--- src/rtl/eco32f_cache_refill_if.sv ---
// Request/status, cache write port and Wishbone B3 master signals of the refill engine.
// master = the engine, slave = the cache/bus environment around it.
interface eco32f_cache_refill_if;
  logic        refill_req;
  logic [31:0] refill_addr;
  logic        inv_req;
  logic [31:0] inv_addr;
  logic        inv_all_req;
  logic        busy;
  logic        done;
  logic        err;
  logic [31:0] write_addr;
  logic [31:0] write_data;
  logic        write_en;
  logic        invalidate;
  logic [31:0] wbm_adr_o;
  logic [31:0] wbm_dat_i;
  logic        wbm_cyc_o;
  logic        wbm_stb_o;
  logic [2:0]  wbm_cti_o;
  logic [1:0]  wbm_bte_o;
  logic        wbm_ack_i;
  logic        wbm_err_i;

  modport master (
    input  refill_req, refill_addr, inv_req, inv_addr, inv_all_req,
    output busy, done, err,
    output write_addr, write_data, write_en, invalidate,
    output wbm_adr_o, wbm_cyc_o, wbm_stb_o, wbm_cti_o, wbm_bte_o,
    input  wbm_dat_i, wbm_ack_i, wbm_err_i
  );

  modport slave (
    output refill_req, refill_addr, inv_req, inv_addr, inv_all_req,
    input  busy, done, err,
    input  write_addr, write_data, write_en, invalidate,
    input  wbm_adr_o, wbm_cyc_o, wbm_stb_o, wbm_cti_o, wbm_bte_o,
    output wbm_dat_i, wbm_ack_i, wbm_err_i
  );
endinterface

--- src/rtl/eco32f_cache_refill.sv ---
// Cache line-fill / invalidation engine: bursts one line over Wishbone into the cache write
// port, invalidates one line, or sweeps every line. All outputs come straight from flops.
module eco32f_cache_refill #(
  parameter int NUM_LINES  = 128,
  parameter int LINE_WORDS = 8
) (
  input logic                   clk,
  input logic                   rst,
  eco32f_cache_refill_if.master bus
);

  localparam int BW = (LINE_WORDS > 1) ? $clog2(LINE_WORDS) : 1;
  localparam int IW = (NUM_LINES > 1) ? $clog2(NUM_LINES) : 1;
  localparam logic [BW-1:0] LAST_BEAT = BW'(LINE_WORDS - 1);
  localparam logic [IW-1:0] LAST_IDX  = IW'(NUM_LINES - 1);

  typedef enum logic [1:0] {IDLE, REFILL, INV_ALL, ERR_INV} state_e;

  state_e        state_q, state_d;
  logic [BW-1:0] beat_q, beat_d;
  logic [IW-1:0] idx_q, idx_d;
  logic [26:0]   base_q, base_d;
  logic          busy_q, busy_d;
  logic          done_q, done_d;
  logic          err_q, err_d;
  logic          write_en_q, write_en_d;
  logic          invalidate_q, invalidate_d;
  logic [31:0]   write_addr_q, write_addr_d;
  logic [31:0]   write_data_q, write_data_d;
  logic          cyc_q, cyc_d;
  logic [31:0]   adr_q, adr_d;
  logic [2:0]    cti_q, cti_d;

  // Offset bits of the request addresses are don't-care by definition.
  logic unused_addr_bits;
  assign unused_addr_bits = ^{bus.refill_addr[4:0], bus.inv_addr[4:0]};

  always_comb begin
    state_d      = state_q;
    beat_d       = beat_q;
    idx_d        = idx_q;
    base_d       = base_q;
    done_d       = 1'b0;
    err_d        = 1'b0;
    write_en_d   = 1'b0;
    invalidate_d = 1'b0;
    write_addr_d = write_addr_q;
    write_data_d = write_data_q;
    cyc_d        = cyc_q;
    adr_d        = adr_q;
    cti_d        = cti_q;

    case (state_q)
      IDLE: begin
        if (bus.inv_all_req) begin
          state_d      = INV_ALL;
          idx_d        = '0;
          write_en_d   = 1'b1;
          invalidate_d = 1'b1;
          write_addr_d = '0;
          write_data_d = '0;
          done_d       = (LAST_IDX == '0);
        end else if (bus.inv_req) begin
          write_en_d   = 1'b1;
          invalidate_d = 1'b1;
          write_addr_d = {bus.inv_addr[31:5], 5'b0};
          write_data_d = '0;
          done_d       = 1'b1;
        end else if (bus.refill_req) begin
          state_d = REFILL;
          base_d  = bus.refill_addr[31:5];
          beat_d  = '0;
          cyc_d   = 1'b1;
          adr_d   = {bus.refill_addr[31:5], 5'b0};
          cti_d   = (LAST_BEAT == '0) ? 3'b111 : 3'b010;
        end
      end

      REFILL: begin
        // err wins over ack; the faulty beat is never written, the line is killed instead.
        if (bus.wbm_err_i) begin
          state_d      = ERR_INV;
          cyc_d        = 1'b0;
          cti_d        = 3'b000;
          write_en_d   = 1'b1;
          invalidate_d = 1'b1;
          write_addr_d = {base_q, 5'b0};
          write_data_d = '0;
          done_d       = 1'b1;
          err_d        = 1'b1;
        end else if (bus.wbm_ack_i) begin
          write_en_d   = 1'b1;
          write_addr_d = adr_q;
          write_data_d = bus.wbm_dat_i;
          if (beat_q == LAST_BEAT) begin
            state_d = IDLE;
            cyc_d   = 1'b0;
            cti_d   = 3'b000;
            done_d  = 1'b1;
          end else begin
            beat_d = beat_q + 1'b1;
            adr_d  = {base_q, 5'b0} + 32'({beat_d, 2'b00});
            cti_d  = (beat_d == LAST_BEAT) ? 3'b111 : 3'b010;
          end
        end
      end

      INV_ALL: begin
        if (idx_q == LAST_IDX) begin
          state_d = IDLE;
        end else begin
          idx_d        = idx_q + 1'b1;
          write_en_d   = 1'b1;
          invalidate_d = 1'b1;
          write_addr_d = 32'({idx_d, 5'b0});
          write_data_d = '0;
          done_d       = (idx_d == LAST_IDX);
        end
      end

      ERR_INV: state_d = IDLE;

      default: state_d = IDLE;
    endcase

    busy_d = (state_d != IDLE);
  end

  always_ff @(posedge clk) begin
    if (!rst) begin
      state_q      <= IDLE;
      beat_q       <= '0;
      idx_q        <= '0;
      base_q       <= '0;
      busy_q       <= 1'b0;
      done_q       <= 1'b0;
      err_q        <= 1'b0;
      write_en_q   <= 1'b0;
      invalidate_q <= 1'b0;
      write_addr_q <= '0;
      write_data_q <= '0;
      cyc_q        <= 1'b0;
      adr_q        <= '0;
      cti_q        <= 3'b000;
    end else begin
      state_q      <= state_d;
      beat_q       <= beat_d;
      idx_q        <= idx_d;
      base_q       <= base_d;
      busy_q       <= busy_d;
      done_q       <= done_d;
      err_q        <= err_d;
      write_en_q   <= write_en_d;
      invalidate_q <= invalidate_d;
      write_addr_q <= write_addr_d;
      write_data_q <= write_data_d;
      cyc_q        <= cyc_d;
      adr_q        <= adr_d;
      cti_q        <= cti_d;
    end
  end

  assign bus.busy       = busy_q;
  assign bus.done       = done_q;
  assign bus.err        = err_q;
  assign bus.write_en   = write_en_q;
  assign bus.invalidate = invalidate_q;
  assign bus.write_addr = write_addr_q;
  assign bus.write_data = write_data_q;
  assign bus.wbm_cyc_o  = cyc_q;
  assign bus.wbm_stb_o  = cyc_q;
  assign bus.wbm_adr_o  = adr_q;
  assign bus.wbm_cti_o  = cti_q;
  assign bus.wbm_bte_o  = 2'b00;

endmodule

--- src/flat_wrapper.sv ---
// flat-port wrapper written by rule: the top's interface ports become plain ports
module eco32f_cache_refill_flat 
#(
  parameter int NUM_LINES  = 128,
  parameter int LINE_WORDS = 8
)
  (clk, rst, bus_refill_req, bus_refill_addr, bus_inv_req, bus_inv_addr, bus_inv_all_req, bus_busy, bus_done, bus_err, bus_write_addr, bus_write_data, bus_write_en, bus_invalidate, bus_wbm_adr_o, bus_wbm_cyc_o, bus_wbm_stb_o, bus_wbm_cti_o, bus_wbm_bte_o, bus_wbm_dat_i, bus_wbm_ack_i, bus_wbm_err_i);
  eco32f_cache_refill_if bus_i ();
  input logic clk;
  input logic rst;
  input wire logic [$bits(bus_i.refill_req)-1:0] bus_refill_req;
  input wire logic [$bits(bus_i.refill_addr)-1:0] bus_refill_addr;
  input wire logic [$bits(bus_i.inv_req)-1:0] bus_inv_req;
  input wire logic [$bits(bus_i.inv_addr)-1:0] bus_inv_addr;
  input wire logic [$bits(bus_i.inv_all_req)-1:0] bus_inv_all_req;
  output wire logic [$bits(bus_i.busy)-1:0] bus_busy;
  output wire logic [$bits(bus_i.done)-1:0] bus_done;
  output wire logic [$bits(bus_i.err)-1:0] bus_err;
  output wire logic [$bits(bus_i.write_addr)-1:0] bus_write_addr;
  output wire logic [$bits(bus_i.write_data)-1:0] bus_write_data;
  output wire logic [$bits(bus_i.write_en)-1:0] bus_write_en;
  output wire logic [$bits(bus_i.invalidate)-1:0] bus_invalidate;
  output wire logic [$bits(bus_i.wbm_adr_o)-1:0] bus_wbm_adr_o;
  output wire logic [$bits(bus_i.wbm_cyc_o)-1:0] bus_wbm_cyc_o;
  output wire logic [$bits(bus_i.wbm_stb_o)-1:0] bus_wbm_stb_o;
  output wire logic [$bits(bus_i.wbm_cti_o)-1:0] bus_wbm_cti_o;
  output wire logic [$bits(bus_i.wbm_bte_o)-1:0] bus_wbm_bte_o;
  input wire logic [$bits(bus_i.wbm_dat_i)-1:0] bus_wbm_dat_i;
  input wire logic [$bits(bus_i.wbm_ack_i)-1:0] bus_wbm_ack_i;
  input wire logic [$bits(bus_i.wbm_err_i)-1:0] bus_wbm_err_i;
  assign bus_i.refill_req = bus_refill_req;
  assign bus_i.refill_addr = bus_refill_addr;
  assign bus_i.inv_req = bus_inv_req;
  assign bus_i.inv_addr = bus_inv_addr;
  assign bus_i.inv_all_req = bus_inv_all_req;
  assign bus_busy = bus_i.busy;
  assign bus_done = bus_i.done;
  assign bus_err = bus_i.err;
  assign bus_write_addr = bus_i.write_addr;
  assign bus_write_data = bus_i.write_data;
  assign bus_write_en = bus_i.write_en;
  assign bus_invalidate = bus_i.invalidate;
  assign bus_wbm_adr_o = bus_i.wbm_adr_o;
  assign bus_wbm_cyc_o = bus_i.wbm_cyc_o;
  assign bus_wbm_stb_o = bus_i.wbm_stb_o;
  assign bus_wbm_cti_o = bus_i.wbm_cti_o;
  assign bus_wbm_bte_o = bus_i.wbm_bte_o;
  assign bus_i.wbm_dat_i = bus_wbm_dat_i;
  assign bus_i.wbm_ack_i = bus_wbm_ack_i;
  assign bus_i.wbm_err_i = bus_wbm_err_i;
  eco32f_cache_refill #(.NUM_LINES(NUM_LINES), .LINE_WORDS(LINE_WORDS)) u_core (.clk(clk), .rst(rst), .bus(bus_i));
endmodule
--- config.mk ---
export PLATFORM = sky130hd
export DESIGN_NAME = eco32f_cache_refill_flat
export DESIGN_NICKNAME = d
export VERILOG_FILES = /design/src/rtl/eco32f_cache_refill_if.sv /design/src/rtl/eco32f_cache_refill.sv /design/src/flat_wrapper.sv
export SDC_FILE = /design/constraint.sdc
export NUM_CORES = 1
export LEC_CHECK = 0
export ABC_AREA = 1
export CORE_ASPECT_RATIO = 1.25
export CORE_MARGIN = 5
export CORE_UTILIZATION = 49
export DETAILED_ROUTE_END_ITERATION = 12
export GPL_TIMING_DRIVEN = 0
export PLACE_DENSITY_LB_ADDON = 0.12
export SLEW_MARGIN = 25
export SYNTH_ARGS = -nofsm -noshare
export SYNTH_HDL_FRONTEND = slang
export SYNTH_SLANG_ARGS = --single-unit
export TNS_END_PERCENT = 100
--- constraint.sdc ---
create_clock -name clk -period 5.4 [get_ports clk]
set_clock_uncertainty 0.2 [all_clocks]
set_input_delay 1.08 -clock clk [delete_from_list [all_inputs] [get_ports clk]]
set_output_delay 1.08 -clock clk [all_outputs]
set_load 0.01 [all_outputs]
Yosys cells after proc, flatten, opt, wreduce, memory -nomap -nowiden

Cells that the tools add are included.

$lt $le $gt $ge: 0
Reduce and logical (&&, ||, !) cells: 12
Shifts and indexed selects: 0
Bitwise gates (word level): 2
Multipliers: 0
Equality and inequality tests: 18
Add/sub/neg operators: 3
Div/mod/pow operators: 0
Muxes and demuxes: 66

Operators with widths:

| operator            | count |
|---|---|
| $mux 32             | 16 |
| $pmux 32 s3         | 2 |
| $pmux 32 s2         | 1 |
| $mux 3              | 13 |
| $add 32x5->32       | 1 |
| $mux 1              | 17 |
| $ne 2x2->1 const B  | 8 |
| $eq 7x7->1 const B  | 2 |
| $mux 2              | 7 |
| $mux 7              | 2 |
| $pmux 7 s2          | 1 |
| $pmux 3 s2          | 2 |
| $pmux 1 s3          | 3 |
| $pmux 2 s4          | 1 |
| $reduce_and 4->1    | 2 |
| $add 7x1->7 const B | 1 |
| $reduce_and 7->1    | 1 |
| $eq 3x3->1 const B  | 2 |
| $ne 3x3->1 const B  | 2 |
| $reduce_and 6->1    | 1 |
| $reduce_bool 2->1   | 3 |
| $reduce_and 5->1    | 1 |
| $eq 2x2->1 const B  | 2 |
| $add 3x1->3 const B | 1 |
| other kinds (8)     | 9 |

RAM bits: 0
Memory bits (read-only): 0
Register bits after elaboration: 144
Word-level logic and storage cells: 115
Bits of input ports: 103
Latch bits: 0
Memories kept: 0

Longest topological paths before layout

Word-level depth: 7
Depth in mapped cells: 12

Least setup slack after synthesis

No wires, ideal clock.

Kind: input to register
Start point: input bus_inv_req
End point: register u_core.adr_q[23], in the netlist u_core.bus.wbm_adr_o[23]
Setup slack: 3.172 ns
Arrival time: 1.963 ns
Stages on the path: 9
Data required time: 5.135 ns
Library setup time: 0.065 ns
Cells stage by stage: nor2_2 nand3_1 o21ai_2 nand2_1 inv_1 buf_4 buf_6 nor2_1 nor2_1

Word-level cells in the longest chain between the ends: 2

Ends and longest elaborated chain:

| what                       | line                       | text |
|---|---|---|
| start: declaration         | flat_wrapper.sv:13         | `input wire logic [$bits(bus_i.inv_req)-1:0] bus_inv_req;` |
| $ne 2x2->1 (no line)       | n/a                        |  |
| $reduce_and 7->1 (no line) | n/a                        |  |
| end signal: assignment     | eco32f_cache_refill.sv:158 | `adr_q <= adr_d;` |
| end: declaration           | eco32f_cache_refill.sv:31  | `logic [31:0] adr_q, adr_d;` |

Every way passes these cells.
A chain may end at the register's enable or synchronous reset.

Final worst setup path

Start point: input bus_wbm_err_i
End point: register u_core.write_en_q, in the netlist u_core.bus.write_en

Word-level cells in the longest chain between the ends: 2

Ends and longest elaborated chain:

| what                   | line                       | text |
|---|---|---|
| start: declaration     | flat_wrapper.sv:30         | `input wire logic [$bits(bus_i.wbm_err_i)-1:0] bus_wbm_err_i;` |
| $mux 1                 | eco32f_cache_refill.sv:81  | `if (bus.wbm_err_i) begin` |
| $pmux 1 s3             | eco32f_cache_refill.sv:53  | `case (state_q)` |
| end signal: assignment | eco32f_cache_refill.sv:153 | `write_en_q <= write_en_d;` |
| end: declaration       | eco32f_cache_refill.sv:26  | `logic write_en_q, write_en_d;` |

Every way passes these cells.

==> impl_metrics.tcl <==
set metrics [dict create \
    clock_tree.buffer_depth 2 \
    netlist-cell-type-count 30 \
    yosysMostFrequentCell "sky130_fd_sc_hd__nand2_1" \
    critical_path.max_stage_delay_ns 0.50 \
    drtPass1Iterations 5 \
    cts.repair_timing.setup_buffer_count 0 \
    clkSlewWorstSetupHoldPaths_ns 0.06 \
    ys_seq_area_share_pct 43.7 \
    routed-via-count 6742 \
    sw_frac_of_total_pct 27.6 \
    power_frac_seq_pct 39.8 \
    layout.nets 1255 \
    worst-r2r-setup-slack_ns 2.91 \
    fin_util_pct 71.3 \
    r2r-start "u_core.state_q[1]" \
    tritoncts "built" \
    asyncSetResetFlopFracSynth_pct 0 \
    synth_top_area_cell "sky130_fd_sc_hd__dfxtp_1" \
    antenna_found_initial 0 \
    highest_layer "met4" \
    hold_depth 2 \
    core_region_area_sq_um 12600 \
    ys_warn_count 0 \
    fmaxAchievable_ghz 0.356 \
    fp-row-count 46 \
    holdBufCountCts 0 \
    dp_slack_ns 2.28 \
    final_period_minus_worst_setup_slack_ns 2.81 \
    fin_worst_hold_slack_ns 0.260 \
    gpl.final_weighted_congestion 0.880 \
    setup_viol 0 \
    grt_overflow_total 0 \
    p_int_mw 2.03 \
    synthCells 925 \
    power.ir.vdd_worst_mv 0.203 \
    floorplan.die_area_sq_um 15100 \
    timing.max_slew.rel_slack_pct 54.7 \
    syn-mean-instance-area_sq_um 6.73 \
    antennaDiodeCount 0 \
    status "finished, final reports clean" \
    min_delay_src "u_core.bus.write_data[9]" \
    detailroute.wirelength.met2_mm 10.0 \
    hpwl_mm 15.1 \
    final_report_hold_violation_count 0 \
    hold_path_sink "u_core.bus.write_data[9]" \
    drc_errors 0 \
    finalWorstSetupSlack_ns 2.59 \
    synth.top_cells.by_count "263 x sky130_fd_sc_hd__nand2_1, 175 x sky130_fd_sc_hd__nor2_1, 136 x sky130_fd_sc_hd__dfxtp_1" \
    dr_wl_met3_mm 1.58 \
    io_pins 211 \
    timing.final.crit_share_pct 52.0 \
    area.growth.synth_to_final_pct 44.3 \
    reg_to_reg_endpoint "u_core.bus.write_en" \
    hold_path_class "flip-flop to flip-flop" \
    synthTopCellsByArea "sky130_fd_sc_hd__dfxtp_1 44%, sky130_fd_sc_hd__nand2_1 16%, sky130_fd_sc_hd__nor2_1 11%, sky130_fd_sc_hd__o21ai_0 7.0%, sky130_fd_sc_hd__a21oi_1 6.3%" \
    leakage_nw 3.66 \
    synth.ff_latch_count 136 \
    die_y_um 136 \
    critPathMaxFanout 10 \
    final_design_area_no_fill_sq_um 8990 \
    global_route.usage.total_pct 26.7 \
    totalWireLength_mm 20.3 \
    cp_slowest_cell "sky130_fd_sc_hd__clkdlybuf4s50_1" \
    dominantRegCellSynth "sky130_fd_sc_hd__dfxtp_1" \
    comb_power_share_pct 19.0 \
    maxCapViolations 0 \
    layout.filler_cells 1084 \
    initial_core_util_pct 49.4 \
    cts_root_buffer "sky130_fd_sc_hd__clkbuf_16" \
    largest_net_degree_at_the_start_of_global_routing 17 \
    worst-endpoint-arrival_ns 2.90 \
    fin_cells 1322 \
    p_per_area_nw_per_um2 312 \
    cts-buffers-inserted 17 \
    first_global_vias 6293 \
    total_switching_power_mw 0.775 \
    tightestPinTransition_ns 0.680 \
    clk_sinks 136 \
    endpoint_required_time_on_the_critical_path_ns 5.49 \
    clock_power_share_pct 41.1 \
    crit_chain "clkdlybuf4s50_1, nand2_1, clkbuf_1, o21ai_0, nor2_1, a21oi_1" \
    die-width_um 111 \
    clock_insertion_delay_worst_skew_ns 0.42 \
    detailed_routing_wirelength_on_met1_mm 8.24 \
    dr.first_iter.drc_count 579 \
    routed_wire_length_per_instance_um 15.3 \
    placement.io_buffers 194 \
    worst-r2r-cell-count 8 \
    setup.worst_path.end_class "flip-flop" \
    yosysTopAreaCellShare_pct 43.7 \
    worst-setup-path-type "input port to flip-flop" \
    via_per_inst 5.10 \
    cts_resized 0 \
    post_route_cells_drive_above_1_share_pct 6.93 \
    syn-cell-area_sq_um 6230 \
    totalNegativeSetupSlack_ns 0 \
    drtAntennaViolNets 0 \
    cp-start-kind "input port" \
    grt_pass1_wl_mm 32.3 \
    total_power_mw 2.81 \
    synth_enable_flop_cells 0 \
    htree_levels 4 \
    grt_setup_unrepaired "false" \
    numPlacedInstances 1292 \
    finalMaxSlewViolations 0 \
    placement.cell_area_sq_um 8400 \
]
state kept, by name, summed over array words and instances (netlist names):
register               cells
u_core.beat_q              2
u_core.bus.wbm_adr_o      28
u_core.base_q             27
u_core.state_q             2
u_core.bus.done            1
u_core.bus.wbm_cyc_o       1
u_core.bus.write_en        1
u_core.bus.err             1
u_core.bus.write_addr     30
u_core.bus.invalidate      1
u_core.bus.busy            1
u_core.idx_q               7
u_core.bus.wbm_cti_o       2
u_core.bus.write_data     32
power groups by stage:
stage | clock (mW) | sequential, mW | combinational, mW
3_3_place_gp | 0 | 1.14 | 0.527
4_1_cts | 1.16 | 1.12 | 0.535
5_1_grt | 1.21 | 1.13 | 0.592
6_report | 1.15 | 1.12 | 0.533
3_5_place_dp | 0 | 1.14 | 0.531
2_1_floorplan | 0 | 1.15 | 0.257
cells by family after synthesis:
logic type      synth area share [%]
compound gates                  15.1
flops                           43.7
simple gates                    31.5
other cells                   0.0602
buf+inv                         7.78
fa+ha+maj                       1.81
critical path, delay by kind of cell:
family | cells | cell delay [ns]
buffers and inverters | 2 | 1.00
AOI/OAI and AO/OA | 2 | 0.34
and+or+nand+nor | 2 | 0.48
how the worst max path moves through the flow:
| stage | startpoint | endpoint | cells after the start |
|---|---|---|---|
| 3_5_place_dp | rst | u_core.bus.busy | 5 |
| 6_report | bus_wbm_err_i | u_core.bus.write_en | 6 |
| 2_1_floorplan | bus_inv_req | u_core.bus.wbm_adr_o[23] | 9 |
| 5_1_grt | bus_wbm_err_i | u_core.bus.write_en | 6 |
| 3_3_place_gp | bus_wbm_err_i | u_core.bus.write_addr[25] | 8 |
| 4_1_cts | u_core.bus.wbm_cyc_o | bus_wbm_stb_o | 2 |
cell usage in the layout (no fill, tap or decap), drive strengths merged, types with 3 or more instances in the layout:
cell           count
nand2            264
clkdlybuf4s50    194
nor2             178
dfxtp            136
o21ai             97
a21oi             78
nand3             49
clkbuf            48
buf               38
inv               32
ha                 9
conb               6
clkinvlp           4
clkinv             4
a22oi              3
or2                3
cell type report:
class                           instances  area (sq um)  area share [%]
Clock buffer                           20           467            5.19
Timing Repair Buffer                  194          1940            21.6
Multi-Input combinational cell        696          3040            33.8
Sequential cell                       136          2720            30.3
Buffer                                 66           362            4.02
Inverter                               32           123            1.36
Clock inverter                         10           121            1.35
Tap cell                              168           210            2.34
routing by layer:
layer / global-route usage (%) / vias to the layer above
li1: - / 3395
met1: 31.7 / 3050
met2: 47.0 / 265
met3: 6.90 / 32
met4: 8.83 / 0
met5: 0 / -
No activity file was read; power rests on OpenSTA's default activity.
